<file path="src/rtl/pid_controller.sv">
// Pipelined PID loop: input capture, S1 error, S2 products, S3 integrate/sum, S4 saturate/register.
// Define PID_DERIVATIVE_EN to build the derivative path; otherwise d is zero and kd is ignored.
module pid_controller #(
   parameter int SHIFT_P   = 8,
   parameter int SHIFT_I   = 12,
   parameter int SHIFT_D   = 8,
   parameter int INT_WIDTH = 40
) (
   input  logic               master_clk,
   input  logic               reset,
   input  logic signed [13:0] err_in,
   input  logic               err_strobe,
   input  logic signed [13:0] setpoint,
   input  logic signed [15:0] kp,
   input  logic signed [15:0] ki,
   input  logic signed [15:0] kd,
   input  logic               enable,
   input  logic               hold_int,
   output logic signed [13:0] pid_out,
   output logic               out_valid,
   output logic               sat
);

   localparam int SUM_W = ((INT_WIDTH > 32) ? INT_WIDTH : 32) + 2;
   localparam logic signed [INT_WIDTH-1:0] INT_MAX = {1'b0, {(INT_WIDTH-1){1'b1}}};
   localparam logic signed [INT_WIDTH-1:0] INT_MIN = {1'b1, {(INT_WIDTH-1){1'b0}}};
   localparam logic signed [SUM_W-1:0]     OUT_MAX = SUM_W'(8191);
   localparam logic signed [SUM_W-1:0]     OUT_MIN = SUM_W'(-8192);

   logic               v0, v1, v2, v3;
   logic signed [13:0] err0, sp0;
   logic signed [14:0] e_c, e1;
   logic signed [30:0] kp_e, ki_e, p2;
   logic signed [INT_WIDTH-1:0] iinc2, integ, integ_new, integ_next;
   logic signed [INT_WIDTH:0]   integ_wide;
   logic signed [SUM_W-1:0]     sum_c, sum3;
   logic               freeze;

   always_ff @(posedge master_clk) begin
      if (reset) begin
         v0   <= 1'b0;
         err0 <= '0;
         sp0  <= '0;
      end else begin
         v0 <= err_strobe;
         if (err_strobe) begin
            err0 <= err_in;
            sp0  <= setpoint;
         end
      end
   end

   assign e_c = 15'(sp0) - 15'(err0);

`ifdef PID_DERIVATIVE_EN
   logic signed [14:0] e_prev;
   logic signed [15:0] de_c, de1;
   logic signed [31:0] kd_de, d2;
   assign de_c  = 16'(e_c) - 16'(e_prev);
   assign kd_de = 32'(kd) * 32'(de1);
`else
   logic unused_kd;
   assign unused_kd = ^kd;
`endif

   always_ff @(posedge master_clk) begin
      if (reset) begin
         v1 <= 1'b0;
         e1 <= '0;
`ifdef PID_DERIVATIVE_EN
         de1    <= '0;
         e_prev <= '0;
`endif
      end else begin
         v1 <= v0;
         if (v0) e1 <= e_c;
`ifdef PID_DERIVATIVE_EN
         if (v0) de1 <= de_c;
         if (!enable)  e_prev <= '0;
         else if (v0)  e_prev <= e_c;
`endif
      end
   end

   assign kp_e = 31'(kp) * 31'(e1);
   assign ki_e = 31'(ki) * 31'(e1);

   always_ff @(posedge master_clk) begin
      if (reset) begin
         v2    <= 1'b0;
         p2    <= '0;
         iinc2 <= '0;
`ifdef PID_DERIVATIVE_EN
         d2    <= '0;
`endif
      end else begin
         v2 <= v1;
         if (v1) begin
            p2    <= kp_e >>> SHIFT_P;
            iinc2 <= INT_WIDTH'(ki_e);
`ifdef PID_DERIVATIVE_EN
            d2    <= kd_de >>> SHIFT_D;
`endif
         end
      end
   end

   assign integ_wide = (INT_WIDTH+1)'(integ) + (INT_WIDTH+1)'(iinc2);

   // Anti-windup compares against the rail currently held on the output register.
   always_comb begin
      integ_new = integ_wide[INT_WIDTH-1:0];
      if (integ_wide[INT_WIDTH] != integ_wide[INT_WIDTH-1])
         integ_new = integ_wide[INT_WIDTH] ? INT_MIN : INT_MAX;
      freeze = hold_int ||
               (sat && (pid_out[13] ? iinc2[INT_WIDTH-1]
                                    : (!iinc2[INT_WIDTH-1] && (iinc2 != '0))));
      integ_next = (!enable) ? '0 : (freeze ? integ : integ_new);
`ifdef PID_DERIVATIVE_EN
      sum_c = SUM_W'(p2) + SUM_W'(integ_next >>> SHIFT_I) + SUM_W'(d2);
`else
      sum_c = SUM_W'(p2) + SUM_W'(integ_next >>> SHIFT_I);
`endif
   end

   always_ff @(posedge master_clk) begin
      if (reset) begin
         v3    <= 1'b0;
         sum3  <= '0;
         integ <= '0;
      end else begin
         v3 <= v2;
         if (v2) sum3 <= sum_c;
         if (!enable)  integ <= '0;
         else if (v2)  integ <= integ_next;
      end
   end

   always_ff @(posedge master_clk) begin
      if (reset) begin
         out_valid <= 1'b0;
         pid_out   <= '0;
         sat       <= 1'b0;
      end else begin
         out_valid <= v3;
         if (v3) begin
            if (!enable) begin
               pid_out <= '0;
               sat     <= 1'b0;
            end else if (sum3 > OUT_MAX) begin
               pid_out <= 14'sd8191;
               sat     <= 1'b1;
            end else if (sum3 < OUT_MIN) begin
               pid_out <= -14'sd8192;
               sat     <= 1'b1;
            end else begin
               pid_out <= sum3[13:0];
               sat     <= 1'b0;
            end
         end
      end
   end

endmodule
</file>
<file path="config.mk">
export PLATFORM = sky130hd
export DESIGN_NAME = pid_controller
export DESIGN_NICKNAME = d
export VERILOG_FILES = /design/src/rtl/pid_controller.sv
export SDC_FILE = /design/constraint.sdc
export NUM_CORES = 2
export LEC_CHECK = 0
export ABC_AREA = 1
export CELL_PAD_IN_SITES_DETAIL_PLACEMENT = 1
export CELL_PAD_IN_SITES_GLOBAL_PLACEMENT = 2
export CORE_MARGIN = 1
export CORE_UTILIZATION = 38
export CTS_BUF_LIST = sky130_fd_sc_hd__clkbuf_8
export DETAILED_ROUTE_END_ITERATION = 8
export PLACE_DENSITY_LB_ADDON = 0.1
export SETUP_SLACK_MARGIN = 0.5
export SYNTH_ARGS = -nofsm -noshare
export SYNTH_HDL_FRONTEND = slang
export SYNTH_SLANG_ARGS = --single-unit
</file>
<file path="constraint.sdc">
create_clock -name master_clk -period 7.82 [get_ports master_clk]
set_clock_uncertainty 0.2 [all_clocks]
set_input_delay 1.564 -clock master_clk [delete_from_list [all_inputs] [get_ports master_clk]]
set_output_delay 1.564 -clock master_clk [all_outputs]
set_load 0.01 [all_outputs]
</file>
# Word-level counts from Yosys, hierarchy flattened
# Index checks and enable logic that the tools add are counted.
word_totals:
  regBits: 199
  latchBits: 0
  mem_bits_rw: 0
  rom_bits: 0
  inputBits: 81
  out_inout_bits: 16
  elab_cells: 43
  mem_count: 0
op_classes:
  n_addsub: 3
  mul: 2
  div: 0
  n_lt_le_gt_ge: 2
  n_eq_ne: 2
  shift: 0
  n_mux: 11
  bitwise: 1
  reduce_logical: 7
op_table:
  columns: ["operator", "count"]
  rows:
  - ["two-way mux 40 bit", 4]
  - ["multiplier 16 x 15 -> 31 bit", 2]
  - ["> comparator 42 x 14 -> 1 bit, second input constant", 1]
  - ["less-than comparator 42 x 14 -> 1 bit, second input constant", 1]
  - ["two-way mux 14 bit", 3]
  - ["adder 40 x 31 -> 41 bit", 1]
  - ["nonzero test 40 bit", 1]
  - ["adder 23 x 28 -> 29 bit", 1]
  - ["subtractor 14 x 14 -> 15 bit", 1]
  - ["two-way mux 1 bit", 4]
  - ["logical AND 1 bit", 2]
  - ["!= test 2 bit, second input constant", 1]
  - ["AND reduction 2 bit", 1]
  - ["OR reduction 2 bit", 1]
  - ["zero test 1 bit", 1]
  - ["logical OR 1 bit", 1]
  - ["!= test 1 bit", 1]
  - ["inverter 1 bit", 1]

# Longest topological paths before layout
logic_depth:
  ltp_word: 8
  depth_mapped: 33
  ltp_nobuf: 32

# Least setup slack after synthesis
# Ideal clock, no wire load.
synth_path:
  kind: "input to register"
  start: "input kp[15]"
  end: "register, netlist name p2[22]"
  setup_time_ns: 0.115
  arrival_time_ns: 6.974
  t_required_ns: 7.505
  setup_slack_ns: 0.530
  stages: 22
  n_path_buf: 1
  path_cell_list: "clkbuf_1 nand2_1 fa_1 inv_1 fa_1 fa_1 fa_1 inv_1 fa_1 fa_1 inv_1 ha_1 inv_1 nor3_1 inv_1 nor2_1 nor3_1 o21ai_0 a21oi_1 xor2_1 o21ai_0 inv_1"
synth_via:
  elab_chain_cells: 1
synth_rtl:
  columns: ["item", "line_no", "rtl"]
  rows:
  - ["start: declaration", "14", "input logic signed [15:0] kp,"]
  - ["multiplier 16 x 15 -> 31 bit", "85", "assign kp_e = 31'(kp) * 31'(e1);"]
# Every way passes these cells.
# A chain may end at the register's enable or synchronous reset.

# Final worst setup path
layout_path:
  start: "input ki[10]"
  end: "register iinc2[27]"
layout_via:
  elab_chain_cells: 1
layout_rtl:
  columns: ["item", "line_no", "rtl"]
  rows:
  - ["start: declaration", "15", "input logic signed [15:0] ki,"]
  - ["multiplier 16 x 15 -> 31 bit", "86", "assign ki_e = 31'(ki) * 31'(e1);"]
  - ["end signal: assignment", "100", "iinc2 <= INT_WIDTH'(ki_e);"]
  - ["end: declaration", "34", "logic signed [INT_WIDTH-1:0] iinc2, integ, integ_new, integ_next;"]
# Every way passes these cells.

==> results.md <==
* Synth Warn # at 0
* EDFF count, synth at 0
* Top_reg_cell synth: dfxtp_1
* Placeable Area at 82500 um2
* DP HPWL at 84.94 mm
* Layout cells sized above 1 at about 12%
* Synth top cells by count: 1109 x inv_1, 952 x nand2_1, 472 x fa_1
* Leading area contributor after synthesis: fa_1
* Final Hold Viols at 0
* Fin crit period at a little over 7 ns
* Setup TNS at 0 ns
* Sequential element share of the synthesized area at roughly an eighth
* DRT iter0 DRCs at 1084
* Via density at just under 5
* P_int at roughly 4.8 mW
* GR Layer Usage met2 at between 40 and 50%
* Die Width at ~290 um
* Worst hold path type: register to register
* CP top delay family: adder cells
* Worst-Skew Late Latency at between 0.5 and 0.6 ns
* Drt drc at 0
* NetSw at 5.045 mW
* Total GRT Usage at 24.50%
* CP required at 8.04 ns
* CP endpoint kind: register
* CTS Hold Bufs at 0
* Comb pwr share at around 80%
* TritonCTS clock tree: yes
* Relative slew slack at between 10% and 20%
* Global-route wire length before repair at roughly 160 mm
* GR peak layer: met2
* GR Layer Usage met3 at under 10%
* CP Max Fanout at 15
* Mean Syn Cell Area at ~7.2 um2
* Synth top area share at slightly below 30%
* Critical setup path kind: input pin to register
* DRT Pass-1 Iters at 5
* Slowest-stage cell, CP: fa_1
* DIE AREA at 84980 um2
* Register area at ~3700 um2
* CTS Root Cell: clkbuf_8
* Via count at 27970
* Met1 Use GR at a little under a third
* Placed Area at ~35000 um2
* Std-Cell Rows at around 110
* #FFs+latches synth at about 190
* Overall Power at 9.891 mW
* CP most frequent cell: fa_1
* Fin. max-slew vios at 0
* Syn Nets at 5230
* Antenna violations before repair at 2
* Clock network fraction of design power at under 10%
* Unrepaired setup endpoints after global routing: true
* Initial core utilization at about two fifths
* Overflow after GRT at 0
* Ys async rst share at 0%
* Status: finished clean
* Slowest Stage Delay on Critical Path at 0.55 ns
* Clock buffer depth at 2
* Max Cap Violations at 0
* Clk sinks at 186
* Clk slew on worst S/H paths at about 0.12 ns
* Power share of the sequential group at a little over a tenth
* Post-synthesis cell type count at 52
* TritonCTS buffer count at 17
* Synth area leaders: fa_1 30%, inv_1 13%, dfxtp_1 12%
* F_max at 140.9 MHz
* Largest net degree at the start of global routing at 77
* Area of the multi-input gates at ~24000 um2
* Worst vdd ir at roughly 0.24 mV
* Fin crit share at between 90% and 100%
* Fin area at 36400 um2
* Switching share of total power at approximately half
* Post-DRT Antenna Nets at 0
* Pwr per Cell Area at about 270 nW/um2
* WP data arrival at roughly 7.3 ns
* PortBufs at 80
* Final setup fails at 0
* Number of global-route vias before repair at 30611
* Buf/Inv on CP at 8
* Synth Instances at between 4000 and 5000
* Final net count at between 5000 and 6000
* Startpoint Class: input pin
* I/O Pins at 97
* Layout area overhead at 14.30%
* Most common cell in the netlist: inv_1
* Hold_ws at approximately 0.27 ns
* WL final at approximately 100 mm
* Filler Cell Count at ~11000
* End-of-flow core utilization at 44.13%
* Post-synthesis instance area at 31850 um2
* H-tree Lvls at 4
* Die Y at 291.5 um
* Leak at about 21 nW
* Gp weighted congestion at around 0.88
* Slew @ Worst Pin at between 1 and 1.5 ns
* Wirelength per Cell at 17.60 um
==> layer usage <==
layer | routed length (um) | part of all wire [%]
met1 | 45820 | 46
met3 | 2483 | 2.5
met2 | 50860 | 51
met5 | 0 | 0
met4 | 1518 | 1.5
==> timing repair <==
action | 4_1_cts | 5_1_grt
cloned | 0 | 2
endpoints found under the setup margin | 1 | 34
resized for setup | 1 | 143
buffers inserted | 0 | 9
pin swaps | 0 | 48
==> power by group through the flow <==
stage,Sequential (mW),Combinational (mW),Clock (mW)
4_1_cts,1.07,7.89,0.702
2_1_floorplan,1.05,4.44,0
6_report,1.07,8.15,0.673
5_1_grt,1.08,9.29,0.738
3_3_place_gp,1.09,7.74,0
3_5_place_dp,1.09,7.80,0
==> flip-flops by register name, summed over array words and instances, names as in the netlist <==
name       count
e1            15
err0          14
iinc2         31
integ         40
out_valid      1
p2            23
pid_out       14
sat            1
sp0           14
sum3          29
v0             1
v1             1
v2             1
v3             1
==> final timing paths <==
path	start	end	slack, ns	cells past startpoint
setup reg to reg	e1[1]	p2[11]	1.18	24
setup / recovery	ki[10]	iinc2[27]	0.72	26
hold reg to reg	pid_out[6]	pid_out[6]	0.27	2
hold / removal	pid_out[6]	pid_out[6]	0.27	2
==> placed cells by master (no fill, tap or decap), types with 6 or more instances in the layout <==
master | netlist | routed
a21oi_1 | 212 | 195
buf_6 | 6 | 9
nand4_1 | 44 | 44
inv_2 | 4 | 13
buf_4 | 0 | 235
xor2_1 | 59 | 59
a21o_1 | 25 | 25
buf_12 | 0 | 16
nor2_1 | 341 | 331
nor3_2 | 1 | 8
inv_1 | 1109 | 1100
o211ai_1 | 17 | 17
fa_2 | 0 | 6
dfxtp_1 | 186 | 184
ha_4 | 0 | 9
dlymetal6s2s_1 | 0 | 13
o21ai_2 | 9 | 12
a31oi_1 | 19 | 16
o21a_1 | 8 | 8
a21oi_2 | 32 | 49
clkdlybuf4s50_1 | 0 | 66
fa_1 | 472 | 466
or2_2 | 17 | 17
ha_1 | 246 | 234
nor2_2 | 10 | 19
nand2_1 | 952 | 936
nand3_1 | 101 | 98
nor3_1 | 24 | 15
clkbuf_8 | 0 | 18
xnor2_1 | 38 | 37
o21ai_0 | 212 | 196
nor4_1 | 12 | 11
o21bai_1 | 21 | 20
nand2_2 | 54 | 69
o21ai_1 | 5 | 18
==> worst min-delay path, cell delays in order, from the launching register on <==
cell and delay, ns:
dfxtp_1 0.33, nand2_1 0.06, a21oi_1 0.05
==> stage by stage <==
step,setup slack (ns),instances
floorplan,0.5300,4431
global placement,-0.01978,5675
detailed placement,-0.1039,5675
CTS,0.5054,5707
global route,0.4706,5718
finish,0.7232,5719
==> kinds of logic (layout without fill, tap and decap cells) <==
group           after synthesis  count (layout)  synth area share [%]
buf+inv                    1270            1487                 15.12
compound gates              585             585                 10.60
flops                       186             186                 11.69
simple gates               1575            1575                 20.59
fa+ha+maj                   718             718                 39.33
xor+xnor                     97              97                 2.667
other cells                   0               1                     0
==> final cells by class <==
class,instances,area share [%]
Antenna cell,1,0.006874
Clock buffer,18,0.6805
Clock inverter,14,0.4056
Inverter,1115,11.51
Multi-Input combinational cell,2975,65.20
Sequential cell,186,10.24
Tap cell,1070,3.677
Timing Repair Buffer,340,8.279
(Power assumes the default switching activity.)
